<file path="config.mk">
export PLATFORM = sky130hd
export DESIGN_NAME = mem_bus_bridge
export DESIGN_NICKNAME = d
export VERILOG_FILES = /design/src/rtl/mem_bus_bridge_pkg.sv /design/src/rtl/bus_timeout_cnt.sv /design/src/rtl/mem_bus_bridge.sv
export SDC_FILE = /design/constraint.sdc
export NUM_CORES = 1
export LEC_CHECK = 0
export CAP_MARGIN = 25
export CORE_ASPECT_RATIO = 0.6
export CORE_UTILIZATION = 44
export CTS_CLUSTER_SIZE = 28
export DETAILED_ROUTE_END_ITERATION = 6
export PLACE_DENSITY = 0.83
export SKIP_LAST_GASP = 1
export SYNTH_ARGS = -nofsm -noshare
export SYNTH_HDL_FRONTEND = slang
export SYNTH_SLANG_ARGS = --single-unit
</file>
<file path="constraint.sdc">
create_clock -name clk -period 4.34 [get_ports clk]
set_input_delay 0.434 -clock clk [delete_from_list [all_inputs] [get_ports clk]]
set_output_delay 0.434 -clock clk [all_outputs]
set_load 0.01 [all_outputs]
</file>
<file path="src/rtl/mem_bus_bridge_pkg.sv">
// Shared defines for the memory-stage bus bridge: bus widths, common words,
// FSM encoding and the captured request record.
package mem_bus_bridge_pkg;

  localparam int RegBus  = 32;
  localparam int SelBus  = 4;
  localparam logic [RegBus-1:0] ZeroWord = '0;
  localparam logic [RegBus-1:0] WordMask = 32'hFFFF_FFFC;

  typedef enum logic [1:0] {
    ST_IDLE = 2'd0,
    ST_BUSY = 2'd1,
    ST_DONE = 2'd2
  } bridge_state_e;

  // Request fields latched from the memory stage when an access starts
  typedef struct packed {
    logic              we;
    logic [RegBus-1:0] addr;
    logic [SelBus-1:0] sel;
    logic [RegBus-1:0] wdata;
  } bus_req_t;

  // Force a byte address onto its containing word
  function automatic logic [RegBus-1:0] word_align(input logic [RegBus-1:0] a);
    return a & WordMask;
  endfunction

endpackage

</file>
<file path="src/rtl/bus_timeout_cnt.sv">
// Wait-cycle counter for an outstanding bus access. Counts enabled cycles and
// flags the cycle whose increment would reach TIMEOUT.
module bus_timeout_cnt #(
  parameter int TIMEOUT = 255
) (
  input  logic clk,
  input  logic rst,
  input  logic clr,
  input  logic en,
  output logic expired
);

  localparam int CW = $clog2(TIMEOUT + 1);

  logic [CW-1:0] cnt;

  // Count waiting cycles; saturate at TIMEOUT so a stuck enable cannot wrap
  always_ff @(posedge clk) begin
    if (rst || clr)
      cnt <= '0;
    else if (en && (cnt != CW'(TIMEOUT)))
      cnt <= cnt + 1'b1;
  end

  // This cycle's increment lands on TIMEOUT, so the access gives up now
  always_comb expired = en && (cnt == CW'(TIMEOUT - 1));

endmodule

</file>
<file path="src/rtl/mem_bus_bridge.sv">
// Bridges a single memory-stage access onto a request/ack bus: capture in
// IDLE, hold the request in BUSY until ack/err/timeout, release in DONE.
module mem_bus_bridge
  import mem_bus_bridge_pkg::*;
#(
  parameter int TIMEOUT = 255
) (
  input  logic              clk,
  input  logic              rst,
  input  logic              ce_i,
  input  logic              we_i,
  input  logic [RegBus-1:0] addr_i,
  input  logic [SelBus-1:0] sel_i,
  input  logic [RegBus-1:0] wdata_i,
  output logic [RegBus-1:0] rdata_o,
  output logic              stall_req_o,
  output logic              err_o,
  output logic              bus_req_o,
  output logic              bus_we_o,
  output logic [RegBus-1:0] bus_addr_o,
  output logic [SelBus-1:0] bus_sel_o,
  output logic [RegBus-1:0] bus_wdata_o,
  input  logic              bus_ack_i,
  input  logic              bus_err_i,
  input  logic [RegBus-1:0] bus_rdata_i
);

  bridge_state_e state, nxt;
  bus_req_t      req_q;
  logic          in_busy;
  logic          start;
  logic          cnt_en;
  logic          expired;
  logic          abort;

  // A response of either kind stops the wait counter
  always_comb begin
    in_busy = (state == ST_BUSY);
    start   = (state == ST_IDLE) && ce_i;
    cnt_en  = in_busy && !bus_ack_i && !bus_err_i;
    abort   = in_busy && (bus_err_i || expired);
  end

  bus_timeout_cnt #(.TIMEOUT(TIMEOUT)) u_timeout (
    .clk     (clk),
    .rst     (rst),
    .clr     (start),
    .en      (cnt_en),
    .expired (expired)
  );

  // State register
  always_ff @(posedge clk) begin
    if (rst) state <= ST_IDLE;
    else     state <= nxt;
  end

  // Next state; DONE never looks at ce_i so a held enable cannot reissue
  always_comb begin
    nxt = state;
    case (state)
      ST_IDLE: if (ce_i) nxt = ST_BUSY;
      ST_BUSY: if (bus_ack_i || bus_err_i || expired) nxt = ST_DONE;
      ST_DONE: nxt = ST_IDLE;
      default: nxt = ST_IDLE;
    endcase
  end

  // Latch the request fields at the start of an access; they stay frozen
  // for the whole BUSY interval
  always_ff @(posedge clk) begin
    if (rst) begin
      req_q <= '0;
    end else if (start) begin
      req_q.we    <= we_i;
      req_q.addr  <= word_align(addr_i);
      req_q.sel   <= sel_i;
      req_q.wdata <= wdata_i;
    end
  end

  // Read data: error/timeout zeroes it (error wins over a same-cycle ack),
  // load ack captures the bus word, store ack leaves it alone
  always_ff @(posedge clk) begin
    if (rst)
      rdata_o <= ZeroWord;
    else if (abort)
      rdata_o <= ZeroWord;
    else if (in_busy && bus_ack_i && !req_q.we)
      rdata_o <= bus_rdata_i;
  end

  // Error flag is registered so it is high exactly for the DONE cycle
  always_ff @(posedge clk) begin
    if (rst) err_o <= 1'b0;
    else     err_o <= abort;
  end

  // Bus qualifiers only live in BUSY; stall follows ce_i while idle
  always_comb begin
    bus_req_o   = in_busy;
    bus_we_o    = in_busy && req_q.we;
    bus_sel_o   = in_busy ? req_q.sel : '0;
    bus_addr_o  = req_q.addr;
    bus_wdata_o = req_q.wdata;
    stall_req_o = 1'b0;
    if (!rst) begin
      case (state)
        ST_IDLE: stall_req_o = ce_i;
        ST_BUSY: stall_req_o = 1'b1;
        default: stall_req_o = 1'b0;
      endcase
    end
  end

endmodule

</file>
== After elaboration in Yosys (flattened, before gate mapping) ==
Cells that the tools add are included.

* Output and inout bits: 104
* Bits in registers: 110
* Memories: 0
* RAM bits: 0
* Latch bits: 0
* Memory bits (read-only): 0
* Input port bits: 106
* Word-level logic and storage cells: 39

* Multiply operators: 0
* Reduce and logical (&&, ||, !) cells: 19
* Bitwise gates (word level): 0
* Div/mod/pow operators: 0
* Eq/ne operators: 5
* Multiplexer cells: 6
* Add/subtract/negate cells: 1
* Order comparisons: 0
* Shifts and indexed selects: 0

{| class="wikitable"
|+ Operators with widths
! kind !! count
|-
| 1-bit logical AND || 9
|-
| 8-bit by 1-bit adder with 8-bit output (second input constant) || 1
|-
| 8-bit == test (second input constant) || 1
|-
| 8-bit inequality test (second input constant) || 1
|-
| 1-bit logical OR || 4
|-
| 2-bit 2-to-1 mux || 2
|-
| 4-bit 2-to-1 mux || 1
|-
| 2-bit one-hot mux with 2 select lines || 1
|-
| 1-bit logical NOT || 3
|-
| 2-bit by 1-bit == test with 1-bit output (second input constant) || 1
|-
| 2-bit logical NOT || 1
|-
| 2-bit by 1-bit inequality test with 1-bit output (second input constant) || 1
|-
| 2-bit inequality test (second input constant) || 1
|-
| 1-bit one-hot mux with 2 select lines || 1
|-
| 2-bit AND reduction || 1
|-
| 2-bit OR reduction || 1
|-
| 1-bit 2-to-1 mux || 1
|}

== Longest topological paths before layout ==
Gate-level depths: netlist of run 1.

* Word-level depth: 7
* Depth in mapped cells: 7
* Gate-level depth less buffers: 6

== Hierarchy ==
A second synthesis of run 1 with hierarchy kept.

* Cells, all modules: 570
* Area total of the unflattened synthesis: 4616.9 um^2

{| class="wikitable"
|+ By module, submodules not included
! module !! instances !! sequential area each (um^2) !! cells each !! area an instance (um^2)
|-
| mem_bus_bridge || 1 || 2042.0 || 519 || 4157.7
|-
| bus_timeout_cnt || 1 || 160.2 || 51 || 459.2
|}

== Worst setup path after synthesis of run 1 ==
Ideal clock, no wire load.

* Path type: in2reg
* Start: input bus_ack_i
* End: register u_timeout.cnt[5]
* Slack: 2.670 ns
* Required time: 4.270 ns
* Setup time: 0.070 ns
* Buffers on the path: 0
* Data arrival time: 1.600 ns
* Stages on the path: 4
* Cell sequence: nor4b_4 > nand4_4 > or4_1 > a21oi_1

* Longest elaborated chain between the ends: 4

{| class="wikitable"
|+ Ends and longest elaborated chain
! element !! RTL line !! RTL
|-
| start, declared || mem_bus_bridge.sv:23 || <nowiki>input logic bus_ack_i,</nowiki>
|-
| 1-bit logical NOT || mem_bus_bridge.sv:40 || <nowiki>cnt_en = in_busy && !bus_ack_i && !bus_err_i;</nowiki>
|-
| 1-bit logical AND (2 in series) || mem_bus_bridge.sv:40 ||
|-
| 1-bit logical AND || bus_timeout_cnt.sv:21 || <nowiki>else if (en && (cnt != CW'(TIMEOUT)))</nowiki>
|-
| end signal, assigned || bus_timeout_cnt.sv:22 || <nowiki>cnt <= cnt + 1'b1;</nowiki>
|-
| end, declared || bus_timeout_cnt.sv:15 || <nowiki>logic [CW-1:0] cnt;</nowiki>
|}

Every way passes these cells.
A chain may end at the register's enable or synchronous reset.

== Worst setup path after layout of run 1 ==
* Start: register state[1]
* End: output bus_we_o

* Longest elaborated chain between the ends: 2

{| class="wikitable"
|+ Ends and longest elaborated chain
! element !! RTL line !! RTL
|-
| start, declared || mem_bus_bridge.sv:28 || <nowiki>bridge_state_e state, nxt;</nowiki>
|-
| start signal, assigned || mem_bus_bridge.sv:55 || <nowiki>else state <= nxt;</nowiki>
|-
| 2-bit by 1-bit == test with 1-bit output || mem_bus_bridge.sv:38 || <nowiki>in_busy = (state == ST_BUSY);</nowiki>
|-
| 1-bit logical AND || mem_bus_bridge.sv:102 || <nowiki>bus_we_o = in_busy && req_q.we;</nowiki>
|-
| end, declared || mem_bus_bridge.sv:19 || <nowiki>output logic bus_we_o,</nowiki>
|}

Every way passes these cells.

==> qor.yml, run 1 <==
fmax_mhz: 423
rsz0062_at_grt: "no"
num_vias: 4052
switching_share_pct: 23.7
netlist_instances: 568
worstSetupEndpointType: "output port"
synth_seq_cells: 110
place_congestion: 0.852
start_util_pct: 45.3
clock_skew_ns: 0.00675
vdd_ir_drop_max_mv: 0.197
cp-start-kind: "flip-flop"
synth_edf_count: 0
whs_ns: 0.369
chipHeight_um: 80.0
portBuffers: 205
drc: 0
pwr-share-comb_pct: 16.1
min-delay-start: "rst"
cts_setup_buffers: 0
synth_top_cells_by_area: "dfxtp_1 49%, nand2_1 17%, a21oi_1 12%"
netlist_area_um2: 4460
fin_crit_ns: 2.36
grt_pass1_wl_um: 18000
core_um2: 9840
finalHoldViolations: 0
tritoncts: "yes"
dp.cells: 817
cts_buffer_depth: 2
hpwl_um: 8300
clk_latency_ns: 0.34
stdcell_count: 831
globalRouteMet3Util_pct: 7.94
cts_sinks: 110
dominantRegCellSynth: "dfxtp_1"
wl_per_cell_um: 13.8
share_seq_of_total_power_pct: 48.8
dieArea_um2: 10600
p_leak_nw: 2.33
post_route_cells_drive_above_1_share_pct: 4.02
cp.required_ns: 3.91
first_iter_violations: 157
power.clock.fraction_pct: 35.1
power.internal_w: 0.00170
layout_common_cells: "204 x clkdlybuf4s50_1, 202 x nand2_1, 110 x dfxtp_1"
timing.rr.start: "state[1]$_SDFFE_PP0P_"
grtUsageTotal_pct: 21.3
cts_made_buffers: 9
p_sw_w: 0.000527
stdcell_area_um2: 6420
cts_max_level: 3
diodes: 0
ctsHoldBuffers: 0
maxCapViolCount: 0
final_common_cell: "clkdlybuf4s50_1"
grt_max_degree: 68
vias_per_cell: 4.88
yosysTopAreaCellShare_pct: 49.3
finalSetupTns_ns: 0
yosysTopAreaCell: "dfxtp_1"
finalCritPeriodShare_pct: 54.5
std_cell_rows: 28
crit_start: "state[1]$_SDFFE_PP0P_"
yosysUniqueCellTypes: 34
clock-root-buffer: "clkbuf_16"
slew_violations: 0
setup_viol: 0
met2_usage_pct: 37.2
cp_max_fo: 7
synth_seq_area_share_pct: 49.3
wirelength_um: 11500
io_pins: 210
status: "completed"
antenna_found_initial: 0
pre_cts_ws_ns: 1.98
syn_avg_cell_area_um2: 7.86
syn2layout_area_growth_pct: 43.8
cp.arrival_ns: 1.93
synth-async-reset-ratio_pct: 0
use_met1_pct: 24.5
clkTransAtPathRegs_ns: 0.07
yosys_warnings: 0
cts.repair.resized: 0
dr.pass1.iters: 6
antenna_left: 0
grt-busiest-layer: "met2"
power_density_nw_per_um2: 347
slew_headroom_pct: 54.1
die_x_um: 132
finish.net_count: 801
overflow: 0
tightest_slew_ns: 0.688
placed_area_um2: 6140
setup_slack_ns: 1.98
hold_class: "primary input to flip-flop"
path_class: "flip-flop to output port"
grt_pass1_vias: 3835
## metal layers
metal / up-vias / part of all wire (%)
met5: - / 0
met2: 163 / 48
li1: 2008 / -
met4: 0 / 1.0
met1: 1869 / 43
met3: 12 / 8.4
## registers in the layout (all words and copies together) (netlist names)
register / cells
bus_addr_o: 30
u_timeout.cnt: 8
req_q: 5
rdata_o: 32
err_o: 1
bus_wdata_o: 32
state: 2
## cells in the mapped netlist (2+ instances only)
cell type and instances:
o31ai_1 2, nor2_1 9, nor3_1 2, nand4_1 3, buf_4 64, and2_1 6
or4_1 2, dfxtp_1 110, buf_2 2, a211oi_1 2, o21a_1 2, buf_1 4
a21oi_1 106, ha_1 2, clkbuf_1 28, o21ai_0 2, inv_1 3, nand2_1 203
## power by group through the flow
stage / logic (W) / registers, W / clock network, W
CTS: 0.000363 / 0.00109 / 0.000805
floorplan: 0.000188 / 0.00111 / 0
finish: 0.000359 / 0.00109 / 0.000781
global placement: 0.000349 / 0.00111 / 0
detailed placement: 0.000361 / 0.00111 / 0
global route: 0.000389 / 0.00109 / 0.000841
## final cells by class
cell class                      instances  area (um2)
Fill cell                             818        3420
Sequential cell                       110        2200
Timing Repair Buffer                  211        2100
Multi-Input combinational cell        358        1660
Clock buffer                            9         225
Tap cell                              135         169
Clock inverter                          5        52.6
Inverter                                3        11.3
## kinds of logic after synthesis
kind of cell / count (synthesis) / synth area share [%]
AND/OR/NAND/NOR: 236 / 22.2
adder cells (fa/ha/maj): 2 / 0.560
other: 1 / 0.0840
XOR/XNOR: 2 / 0.392
AO/OA/AOI/OAI: 115 / 13.3
flip-flops: 110 / 49.3
buffers and inverters: 101 / 13.9
multiplexers: 1 / 0.224
## worst max-delay path: stages, from the launching register on
cell             delay [ns]
dfxtp_1                0.37
nand2b_1               0.25
inv_1                  0.25
and2_1                 0.18
clkdlybuf4s50_1        0.56
## metrics by stage
step	power (W)	util [%]
after CTS	0.00225	65.2
after global routing	0.00232	65.2
after floorplan	0.00129	-
after global placement	0.00145	62.2
after detailed placement	0.00147	62.4
final	0.00223	65.2
## worst paths after layout
kind | slack [ns] | cells past startpoint | end
min | 0.37 | 2 | req_q[68]$_SDFFE_PP0P_
min reg2reg | 0.45 | 2 | rdata_o[16]$_SDFFE_PP0P_
max | 1.98 | 4 | bus_we_o
max reg2reg | 2.40 | 5 | bus_addr_o[8]$_SDFFE_PP0P_
Power figures use the tool's default switching activity.
==> inputs of run 2 (changes only) <==
CORE_UTILIZATION = 37   (was 44)
PLACE_DENSITY = 0.74   (was 0.83)
clock period = 2 ns   (was 4.34 ns; I/O delays follow)
==> run 2 against run 1 <==
  * Largest power group unchanged
  * Largest cell class unchanged
  * Highest routed layer unchanged
  * Global-route usage decreased by 3.0 points
  * Routed wire length increased by 2.2%
  * Cell area increased by 2.0%
  * Die area increased by 19%
  * Worst setup slack got worse by 1.9 ns
  * Critical endpoint unchanged
==> qor.yml, run 2 (synthesis gave the netlist of run 1 again) <==
status: "completed"
r2r_slack_ns: 0.30
tritoncts: "yes"
cts_buffer_depth: 2
start_util_pct: 38.7
cts.repair.resized: 2
cts_sinks: 110
final-seq-area_um2: 2200
fin_crit_ns: 1.92
holdPathStages: 3
num_vias: 3978
overflow: 0
cp.required_ns: 1.80
grt_max_degree: 49
met3_length_um: 1040
layout_common_cells: "204 x clkdlybuf4s50_1, 202 x nand2_1, 110 x dfxtp_1"
multiInputGateArea_um2: 1660
cts_max_level: 3
chipHeight_um: 87.1
wirelength_um: 11800
finalHoldViolations: 0
post_route_cells_drive_above_1_share_pct: 5.12
switching_share_pct: 24.8
routedLengthMet1_um: 5010
hpwl_um: 8760
finish.net_count: 806
slew_violations: 0
fmax_mhz: 522
p_sw_w: 0.00124
cp_max_fo: 7
die_x_um: 144
core_um2: 11500
first_iter_violations: 167
cp.arrival_ns: 1.72
clkTransAtPathRegs_ns: 0.08
portBuffers: 205
p_total_w: 0.00499
vias_per_cell: 4.61
path_class: "flip-flop to output port"
cp-start-kind: "flip-flop"
antenna_found_initial: 0
grtUsageTotal_pct: 18.4
finalCritPeriodShare_pct: 95.8
power.internal_w: 0.00375
fin_util_pct: 56.8
diodes: 0
place_congestion: 0.780
grt_pass1_wl_um: 18300
dr.pass1.iters: 4
wl_met2_um: 5610
drc: 0
p_leak_nw: 2.37
setup_slack_ns: 0.0841
wl_per_cell_um: 13.6
syn2layout_area_growth_pct: 46.7
grt_pass1_vias: 3889
share_seq_of_total_power_pct: 47.3
pwr-share-comb_pct: 16.0
setup_viol: 0
timing.rr.start: "u_timeout.cnt[0]$_SDFFE_PP0P_"
whs_endpoint: "bus_wdata_o[24]$_SDFFE_PP0P_"
final_common_cell: "clkdlybuf4s50_1"
min-delay-start: "rst"
routed.top_layer: "met4"
ff2ff_path_depth: 7
maxCapViolCount: 0
timing.rr.end: "rdata_o[19]$_SDFFE_PP0P_"
io_pins: 210
std_cell_rows: 30
antenna_left: 0
power_density_nw_per_um2: 761
clock_skew_ns: 0.0105
nFillCells: 1020
clock-root-buffer: "clkbuf_16"
pre_cts_ws_ns: -0.0153
clk_latency_ns: 0.34
cts_setup_buffers: 0
rsz0062_at_grt: "no"
vdd_ir_drop_max_mv: 0.442
power.clock.fraction_pct: 36.7
hold_class: "primary input to flip-flop"
ctsHoldBuffers: 0
dieArea_um2: 12500
cts_made_buffers: 9
worstSetupEndpointType: "output port"
[run 2: worst max-delay path, stage by stage, from the launching register on]
cell and delay (ns):
dfxtp_1 0.43, nand2b_4 0.21, inv_2 0.08, and2_1 0.15, clkdlybuf4s50_1 0.50
[run 2: final cells by class]
| type | count | area share, % |
|---|---|---|
| Sequential cell | 110 | 33.6 |
| Timing Repair Buffer | 216 | 33.1 |
| Multi-Input combinational cell | 358 | 25.4 |
| Clock buffer | 10 | 3.50 |
| Tap cell | 160 | 3.06 |
| Clock inverter | 6 | 1.17 |
| Inverter | 3 | 0.172 |
[run 2: how the worst max path moves through the flow]
stage                     cells past startpoint             startpoint                            end  slack (ns)
after floorplan                               4  state[1]$_SDFFE_PP0P_  u_timeout.cnt[5]$_SDFFE_PP0P_        0.41
after global placement                        5              bus_ack_i  u_timeout.cnt[7]$_SDFFE_PP0P_        0.02
after detailed placement                      5              bus_ack_i  u_timeout.cnt[7]$_SDFFE_PP0P_       -0.02
after CTS                                     4  state[1]$_SDFFE_PP0P_                   bus_sel_o[2]       0.002
after global routing                          4  state[1]$_SDFFE_PP0P_                       bus_we_o       0.003
final                                         4  state[1]$_SDFFE_PP0P_                       bus_we_o        0.08
[run 2: power by group through the flow]
stage | Sequential, W | Combinational [W] | Clock [W]
floorplan | 0.00240 | 0.000407 | 0
global placement | 0.00240 | 0.000789 | 0
detailed placement | 0.00241 | 0.000801 | 0
CTS | 0.00236 | 0.000808 | 0.00188
global route | 0.00237 | 0.000867 | 0.00198
finish | 0.00236 | 0.000799 | 0.00183
[run 2: metal layers]
metal	up-vias	track usage [%]
li1	2020	-
met1	1809	21.4
met2	138	32.0
met3	11	7.15
met4	0	3.97
met5	-	0
[run 2: through the flow]
step	std cells	setup TNS, ns	area [um2]	hold slack [ns]
3_5_place_dp	847	-0.0218	6240	0.442
6_report	863	0	6550	0.342
2_1_floorplan	569	0	4470	0.336
5_1_grt	863	0	6550	0.365
4_1_cts	863	0	6550	0.329
3_3_place_gp	847	0	6240	0.438
